`src/rtl/map_port_arbiter.sv`:
```
// Round-robin arbiter sharing map tile memory port B between game-logic requesters.
// Grants are combinational; BRAM-side signals are registered and reads return two cycles after acceptance.
module map_port_arbiter #(
  parameter int          N_REQ    = 6,
  parameter int          COLS     = 28,
  parameter int          ROWS     = 36,
  parameter int          STRIDE   = 32,
  parameter logic [3:0]  OOB_TILE = 4'hF
) (
  input  logic               vga_pix_clk,
  input  logic               rst_n,
  input  logic [N_REQ-1:0]   req,
  input  logic [N_REQ-1:0]   we,
  input  logic [N_REQ*5-1:0] tx,
  input  logic [N_REQ*6-1:0] ty,
  input  logic [N_REQ*4-1:0] wdata,
  output logic [N_REQ-1:0]   gnt,
  output logic [N_REQ-1:0]   rvalid,
  output logic [3:0]         rdata,
  output logic [10:0]        bram_addrb,
  output logic               bram_web,
  output logic [3:0]         bram_dib,
  input  logic [3:0]         bram_doutb
);

  localparam int IW = (N_REQ > 1) ? $clog2(N_REQ) : 1;

  logic [4:0]       tx_a [N_REQ];
  logic [5:0]       ty_a [N_REQ];
  logic [3:0]       wd_a [N_REQ];

  logic [IW-1:0]    last_q, last_d;
  logic [IW-1:0]    sel_s, idx_s;
  logic             acc_s;
  logic             we_sel_s;
  logic             oob_s;
  logic [10:0]      addr_s;

  logic [10:0]      addr_q, addr_d;
  logic             web_q, web_d;
  logic [3:0]       dib_q, dib_d;
  logic [N_REQ-1:0] rd_id_q, rd_id_d;
  logic             rd_oob_q, rd_oob_d;
  logic [N_REQ-1:0] rvalid_q, rvalid_d;
  logic             rd_oob2_q, rd_oob2_d;

  for (genvar i = 0; i < N_REQ; i++) begin : g_unpack
    assign tx_a[i] = tx[5*i +: 5];
    assign ty_a[i] = ty[6*i +: 6];
    assign wd_a[i] = wdata[4*i +: 4];
  end

  // Rotating search starting just after the last accepted requester; nothing is granted in reset.
  always_comb begin
    acc_s = 1'b0;
    sel_s = '0;
    idx_s = '0;
    for (int k = 1; k <= N_REQ; k++) begin
      idx_s = IW'((int'(last_q) + k) % N_REQ);
      if (!acc_s && req[idx_s]) begin
        acc_s = 1'b1;
        sel_s = idx_s;
      end else begin
        acc_s = acc_s;
      end
    end
    if (!rst_n) begin
      acc_s = 1'b0;
    end else begin
      acc_s = acc_s;
    end
  end

  // One-hot grant vector from the selected index.
  always_comb begin
    gnt = '0;
    if (acc_s) begin
      gnt[sel_s] = 1'b1;
    end else begin
      gnt = '0;
    end
  end

  // Address formation and range check of the granted access.
  always_comb begin
    we_sel_s = we[sel_s];
    addr_s   = 11'((int'(ty_a[sel_s]) * STRIDE) + int'(tx_a[sel_s]));
    oob_s    = (int'(tx_a[sel_s]) >= COLS) || (int'(ty_a[sel_s]) >= ROWS);
  end

  // Next-state: out-of-range accesses never touch the BRAM, idle cycles hold address and data.
  always_comb begin
    last_d    = acc_s ? sel_s : last_q;
    web_d     = acc_s && we_sel_s && !oob_s;
    addr_d    = (acc_s && !oob_s) ? addr_s : addr_q;
    dib_d     = (acc_s && we_sel_s && !oob_s) ? wd_a[sel_s] : dib_q;
    rd_id_d   = (acc_s && !we_sel_s) ? gnt : {N_REQ{1'b0}};
    rd_oob_d  = oob_s;
    rvalid_d  = rd_id_q;
    rd_oob2_d = rd_oob_q;
  end

  // Arbitration pointer and two-stage access pipeline.
  always_ff @(posedge vga_pix_clk or negedge rst_n) begin
    if (!rst_n) begin
      last_q    <= IW'(N_REQ - 1);
      addr_q    <= 11'd0;
      web_q     <= 1'b0;
      dib_q     <= 4'd0;
      rd_id_q   <= {N_REQ{1'b0}};
      rd_oob_q  <= 1'b0;
      rvalid_q  <= {N_REQ{1'b0}};
      rd_oob2_q <= 1'b0;
    end else begin
      last_q    <= last_d;
      addr_q    <= addr_d;
      web_q     <= web_d;
      dib_q     <= dib_d;
      rd_id_q   <= rd_id_d;
      rd_oob_q  <= rd_oob_d;
      rvalid_q  <= rvalid_d;
      rd_oob2_q <= rd_oob2_d;
    end
  end

  // BRAM read data arrives in the same cycle as the strobe, so only the selection is registered.
  always_comb begin
    if (|rvalid_q) begin
      rdata = rd_oob2_q ? OOB_TILE : bram_doutb;
    end else begin
      rdata = 4'd0;
    end
  end

  assign rvalid     = rvalid_q;
  assign bram_addrb = addr_q;
  assign bram_web   = web_q;
  assign bram_dib   = dib_q;

endmodule

```
`config.mk`:
```
export PLATFORM = sky130hd
export DESIGN_NAME = map_port_arbiter
export DESIGN_NICKNAME = d
export VERILOG_FILES = /design/src/rtl/map_port_arbiter.sv
export SDC_FILE = /design/constraint.sdc
export NUM_CORES = 1
export LEC_CHECK = 0
export CAP_MARGIN = 20
export CORE_MARGIN = 2
export CORE_UTILIZATION = 40
export CTS_BUF_LIST = sky130_fd_sc_hd__clkbuf_4
export CTS_CLUSTER_SIZE = 40
export DETAILED_ROUTE_END_ITERATION = 8
export GPL_TIMING_DRIVEN = 1
export PLACE_DENSITY = 0.78
export SYNTH_ARGS = -nofsm -noshare
export SYNTH_HDL_FRONTEND = slang
export SYNTH_SLANG_ARGS = --single-unit
```
`constraint.sdc`:
```
create_clock -name vga_pix_clk -period 6.8 [get_ports vga_pix_clk]
set_input_delay 1.36 -clock vga_pix_clk [delete_from_list [all_inputs] [get_ports vga_pix_clk]]
set_output_delay 1.36 -clock vga_pix_clk [all_outputs]
set_load 0.05 [all_outputs]
```
==> Word-level counts from Yosys, hierarchy flattened <==
Cells that the tools add are included.
{ "totals": {"reg_bits": 33, "elab_cells": 94} }
{ "classes": {"add_sub_neg": 7, "div": 6, "mux": 42, "magnitude_cmp": 11, "n_bitwise": 1, "n_reduce_logical": 19} }
{ "ops": {"columns": ["cell", "n"], "rows": [
  ["32-bit by 4-bit remainder unit with 32-bit output, second input constant", 6],
  ["3-bit by 4-bit < comparator with 1-bit output, second input constant", 7],
  ["6-bit 2-to-1 mux", 4],
  ["1-bit binary-select mux with 3-bit select", 7],
  ["6-bit binary-select mux with 3-bit select", 1],
  ["3-bit 2-to-1 mux", 6],
  ["4-bit 2-to-1 mux", 4],
  ["5-bit binary-select mux with 3-bit select", 1],
  ["1-bit 2-to-1 mux", 15],
  ["3-bit by 3-bit adder with 4-bit output, second input constant", 3],
  ["4-bit binary-select mux with 3-bit select", 1],
  ["11-bit by 5-bit adder with 11-bit output", 1],
  ["1-bit logical AND", 10],
  ["5-bit 2-to-1 mux", 2],
  ["3-bit by 2-bit adder with 4-bit output, second input constant", 2],
  ["1-bit zero test", 7],
  ["6-bit >= comparator, second input constant", 1],
  ["6-bit OR reduction", 1],
  ["5-bit >= comparator, second input constant", 1],
  ["3-bit by 1-bit adder with 4-bit output, second input constant", 1],
  ["4-bit >= comparator, second input constant", 1],
  ["3-bit inverter with 4-bit output", 1],
  ["1-bit demux with 3-bit select", 1],
  ["3-bit by 1-bit >= comparator with 1-bit output, second input constant", 1],
  ["1-bit logical OR", 1]
]} }

==> Logic depth before layout (Yosys ltp) <==
{ "logic_depth": {"word_depth": 28, "ltp_mapped": 21, "mapped_depth_nobuf": 16} }

==> Least setup slack after synthesis <==
No wires, ideal clock.
{ "synth_path": {"kind": "flip-flop to output port", "start": "register last_q[0]", "end": "output port gnt[0]", "t_arrival_ns": 4.544, "slack_ns": 0.896, "stages_incl_launch_ff": 19, "path_buffers": 5, "path_cell_list": "dfstp_2 > buf_6 > buf_6 > inv_1 > ha_1 > xor2_4 > inv_2 > ha_1 > nor2b_1 > nor3_1 > a211oi_2 > a211oi_1 > or4_4 > nand3_4 > buf_6 > buf_2 > clkbuf_1 > nand2b_1 > nor2_1"} }
{ "synth_via": {"elab_chain_len": 25, "elab_cells_between_ends": 53, "cone_classes": "6 x add/sub; 6 x div; 2 x order compare; 28 x mux; 11 x reduce/logical"} }
{ "synth_lines": {"columns": ["item", "line_no", "source"], "rows": [
  ["start, declared", "32", "logic [IW-1:0] last_q, last_d;"],
  ["start signal, assigned", "106", "last_q <= IW'(N_REQ - 1);"],
  ["start signal, assigned", "115", "last_q <= last_d;"],
  ["3-bit by 1-bit adder with 4-bit output", "59", "idx_s = IW'((int'(last_q) + k) % N_REQ);"],
  ["32-bit by 4-bit remainder unit with 32-bit output", "59", null],
  ["1-bit binary-select mux with 3-bit select", "60", "if (!acc_s && req[idx_s]) begin"],
  ["1-bit 2-to-1 mux (not written as such)", "60", null],
  ["1-bit 2-to-1 mux", "60", null],
  ["1-bit zero test", "60", null],
  ["1-bit logical AND", "60", null],
  ["1-bit 2-to-1 mux", "60", null],
  ["[... 9 more ...]", null, null],
  ["1-bit zero test", "60", null],
  ["1-bit logical AND", "60", null],
  ["3-bit 2-to-1 mux", "60", null],
  ["3-bit by 4-bit < comparator with 1-bit output (not written as such) or 3-bit by 1-bit >= comparator with 1-bit output (tied branches)", "78", "gnt[sel_s] = 1'b1;"],
  ["1-bit logical AND (not written as such)", "78", null],
  ["1-bit 2-to-1 mux (not written as such)", "78", null],
  ["1-bit demux with 3-bit select", "78", null],
  ["6-bit 2-to-1 mux *", "77", "if (acc_s) begin"],
  ["end, declared", "17", "output logic [N_REQ-1:0] gnt,"]
]} }
Every way passes the cells marked *; elsewhere a longest branch is shown, timed or not. The select of a mux whose other input is x is not followed.

==> Worst setup path in the final report <==
{ "layout_path": {"start": "register last_q[2]", "end": "output port gnt[1]"} }
Same word-level chain as after synthesis.

==> impl_metrics.toml <==
[outcome]
outcome = "finished clean"

[cts]
cts_made_buffers = 5
htree_levels = 2
clockRootBuffer = "clkbuf_4"
cts_setup_buffers = 0
cts_resized = 0
cts_hold_buf = 0
cts.clk_slew.worst_paths_ns = 0.09
cts_max_path_buffers = 2
clk_latency_ns = 0.32
cts_tree = "yes"
clock_sinks = 33

[routing]
ant_nets = 0
drt_wl_total_mm = 10.6
via_count = 3604
dr.pass1.iters = 5
drt_iter0_drc = 136
via_per_inst = 5.77
drc = 0
avgRoutedWirePerCell_um = 17.0

[synthesis]
synth_top_area_share_pct = 22.5
synthAdderAreaFrac_pct = 3.96
synthesis.instances = 390
async_flop_share_pct = 100
synthMuxAreaShare_pct = 14.2
synth_top_family_by_area = "compound AO/OA/AOI/OAI gates"
synthXorXnorAreaFrac_pct = 1.85
synth.net_count = 508
synth-edff-count = 0
syn_area_mm2 = 0.00344
synth_largest_area_cell = "dfrtp_1"
syn_avg_cell_area_um2 = 8.83
synthTopCellsByArea = "dfrtp_1, mux2i_1, nand2_1"
synth-simple-area-share_pct = 21.6
ys_warn_count = 0
synth-compound-area-share_pct = 27.3
ys_seq_elements = 33
ys_types = 86
yosys_most_used_dff = "dfrtp_1"
seq_area_frac_synth_pct = 24.1

[global_routing]
busiest_layer = "met2"
grt_pass1_wl_mm = 17.0
met1_usage_pct = 27.1
antenna_found_initial = 0
grt_usage_pct = 22.1
overflow = 0
met3_usage_pct = 3.97
grt_max_degree = 35
grt_pass1_vias = 3448
grt_use_met2_pct = 39.4

[cells_and_area]
final_nets = 637
mostFrequentLayoutCell = "clkdlybuf4s50_1"
final-seq-area_um2 = 828
drive_gt1_share_pct = 13.8
antenna_cells = 0
multiInputGateArea_mm2 = 0.00238
nFillCells = 738
syn2layout_area_growth_pct = 43.6
layout_common_cells = "clkdlybuf4s50_1, nand2_1, dfrtp_1"

[worst_setup_path]
path_class = "reg2out"
critPathMaxFanout = 19
cp.required_ns = 5.44
critical_path.endpoint_type = "output pin"
setup.worst_path.start_class = "register"
crit_arrival_ns = 4.79

[sta]
finalCritPeriodShare_pct = 90.5
worst_pin_slew_ns = 0.903
fin_setup_tns_ns = 0
worst_slack_ns = 0.648
report.final.slew_viol_count = 0
hold_viol_final = 0
period_minus_slack_ns = 6.15
max_freq_ghz = 0.163
finalClockSkew_ns = 0.00286
hold_slack_ns = 0.358
rsz0062_at_grt = "false"
maxSlewHeadroom_pct = 39.8
setup_viol = 0

[floorplanning]
start_util_pct = 41.5
fp-row-count = 33
die-area_mm2 = 0.00936
ios = 140
die_h_um = 96.8
die_x_um = 96.8
core_area_mm2 = 0.00830

[placed_design]
io_buffers = 139
dp_hpwl_mm = 8.54
pre_cts_ws_ns = 0.935
gp_congestion = 0.922

[hold_path]
min_path_type = "reg2reg"

[job]
drv_cap = 0
worst max-delay path, cell delays in order, from the launching register on:
cell      delay (ns)
dfstp_2         0.77
inv_1           0.08
ha_1            0.36
a21o_1          0.34
ha_1            0.31
nand2b_1        0.22
o211a_1         0.26
or4_4           0.56
a31oi_2         0.25
or4_4           0.24
nand3_4         0.26
or2_2           0.43
nor2_1          0.21
buf_12          0.17
final timing paths:
| kind | from | end | slack, ns | cells after the start |
|---|---|---|---|---|
| hold / removal | rd_id_q[4] | rvalid[4] | 0.36 | 0 |
| min in group asynchronous | rst_n | bram_addrb[6] | 1.45 | 2 |
| max in group asynchronous | rst_n | last_q[2] | 5.02 | 2 |
| setup reg to reg | last_q[2] | bram_addrb[8] | 1.00 | 17 |
| setup / recovery | last_q[2] | gnt[1] | 0.65 | 13 |
| hold reg to reg | rd_id_q[4] | rvalid[4] | 0.36 | 0 |
registers in the layout, summed over array words and instances (netlist names):
| signal | flops |
|---|---|
| bram_dib | 4 |
| rd_id_q | 6 |
| rd_oob2_d | 1 |
| bram_addrb | 11 |
| rvalid | 6 |
| rd_oob2_q | 1 |
| last_q | 3 |
| bram_web | 1 |
layout make-up:
class	instances	share of cell area [%]
inverters	20	1.52
multi-input cells	311	48.1
clock inverters	3	0.253
flip-flops and latches	33	16.8
well taps	105	2.66
clock buffers	5	0.759
repair buffers	148	30.0
cells in the mapped netlist (5+ instances only):
master     n
and2_1     6
o21ai_1    5
nand2b_1   7
ha_1      10
a31oi_1   10
o211ai_1   8
buf_2      7
o21ai_0   16
o221ai_1   5
o21a_1     6
a21oi_1   11
buf_6      8
inv_1     17
mux2_2     5
dfrtp_1   31
nand2_1   50
mux2_4     8
nor2_1    26
mux2i_1   25
nand3_1   11
clkbuf_1   8
nor4_1     5
and4_1     7
cell families (layout without fill, tap and decap cells):
family                     after synthesis  count (layout)
muxes                                   42              42
buffers and inverters                   46             176
xor gates and xnor gates                 3               3
adders and majority gates               11              11
DFF                                     33              33
AOI/OAI and AO/OA                      117             117
and+or+nand+nor                        138             138
through the flow:
| step | instances | utilization [%] | area (µm²) |
|---|---|---|---|
| floorplan | 390 | - | 3440 |
| global placement | 617 | 58.9 | 4890 |
| detailed placement | 617 | 58.9 | 4890 |
| CTS | 625 | 59.6 | 4940 |
| global route | 625 | 59.6 | 4940 |
| finish | 625 | 59.6 | 4940 |
per-layer routing:
| metal | up-vias | part of all wire [%] |
|---|---|---|
| li1 | 1736 | - |
| met1 | 1695 | 41 |
| met2 | 154 | 51 |
| met3 | 19 | 6.3 |
| met4 | 0 | 2.3 |
| met5 | - | 0 |
Power is left out: the tool's default activity adds up to more than one toggle a clock period on the data nets, which glitch-free logic cannot reach.
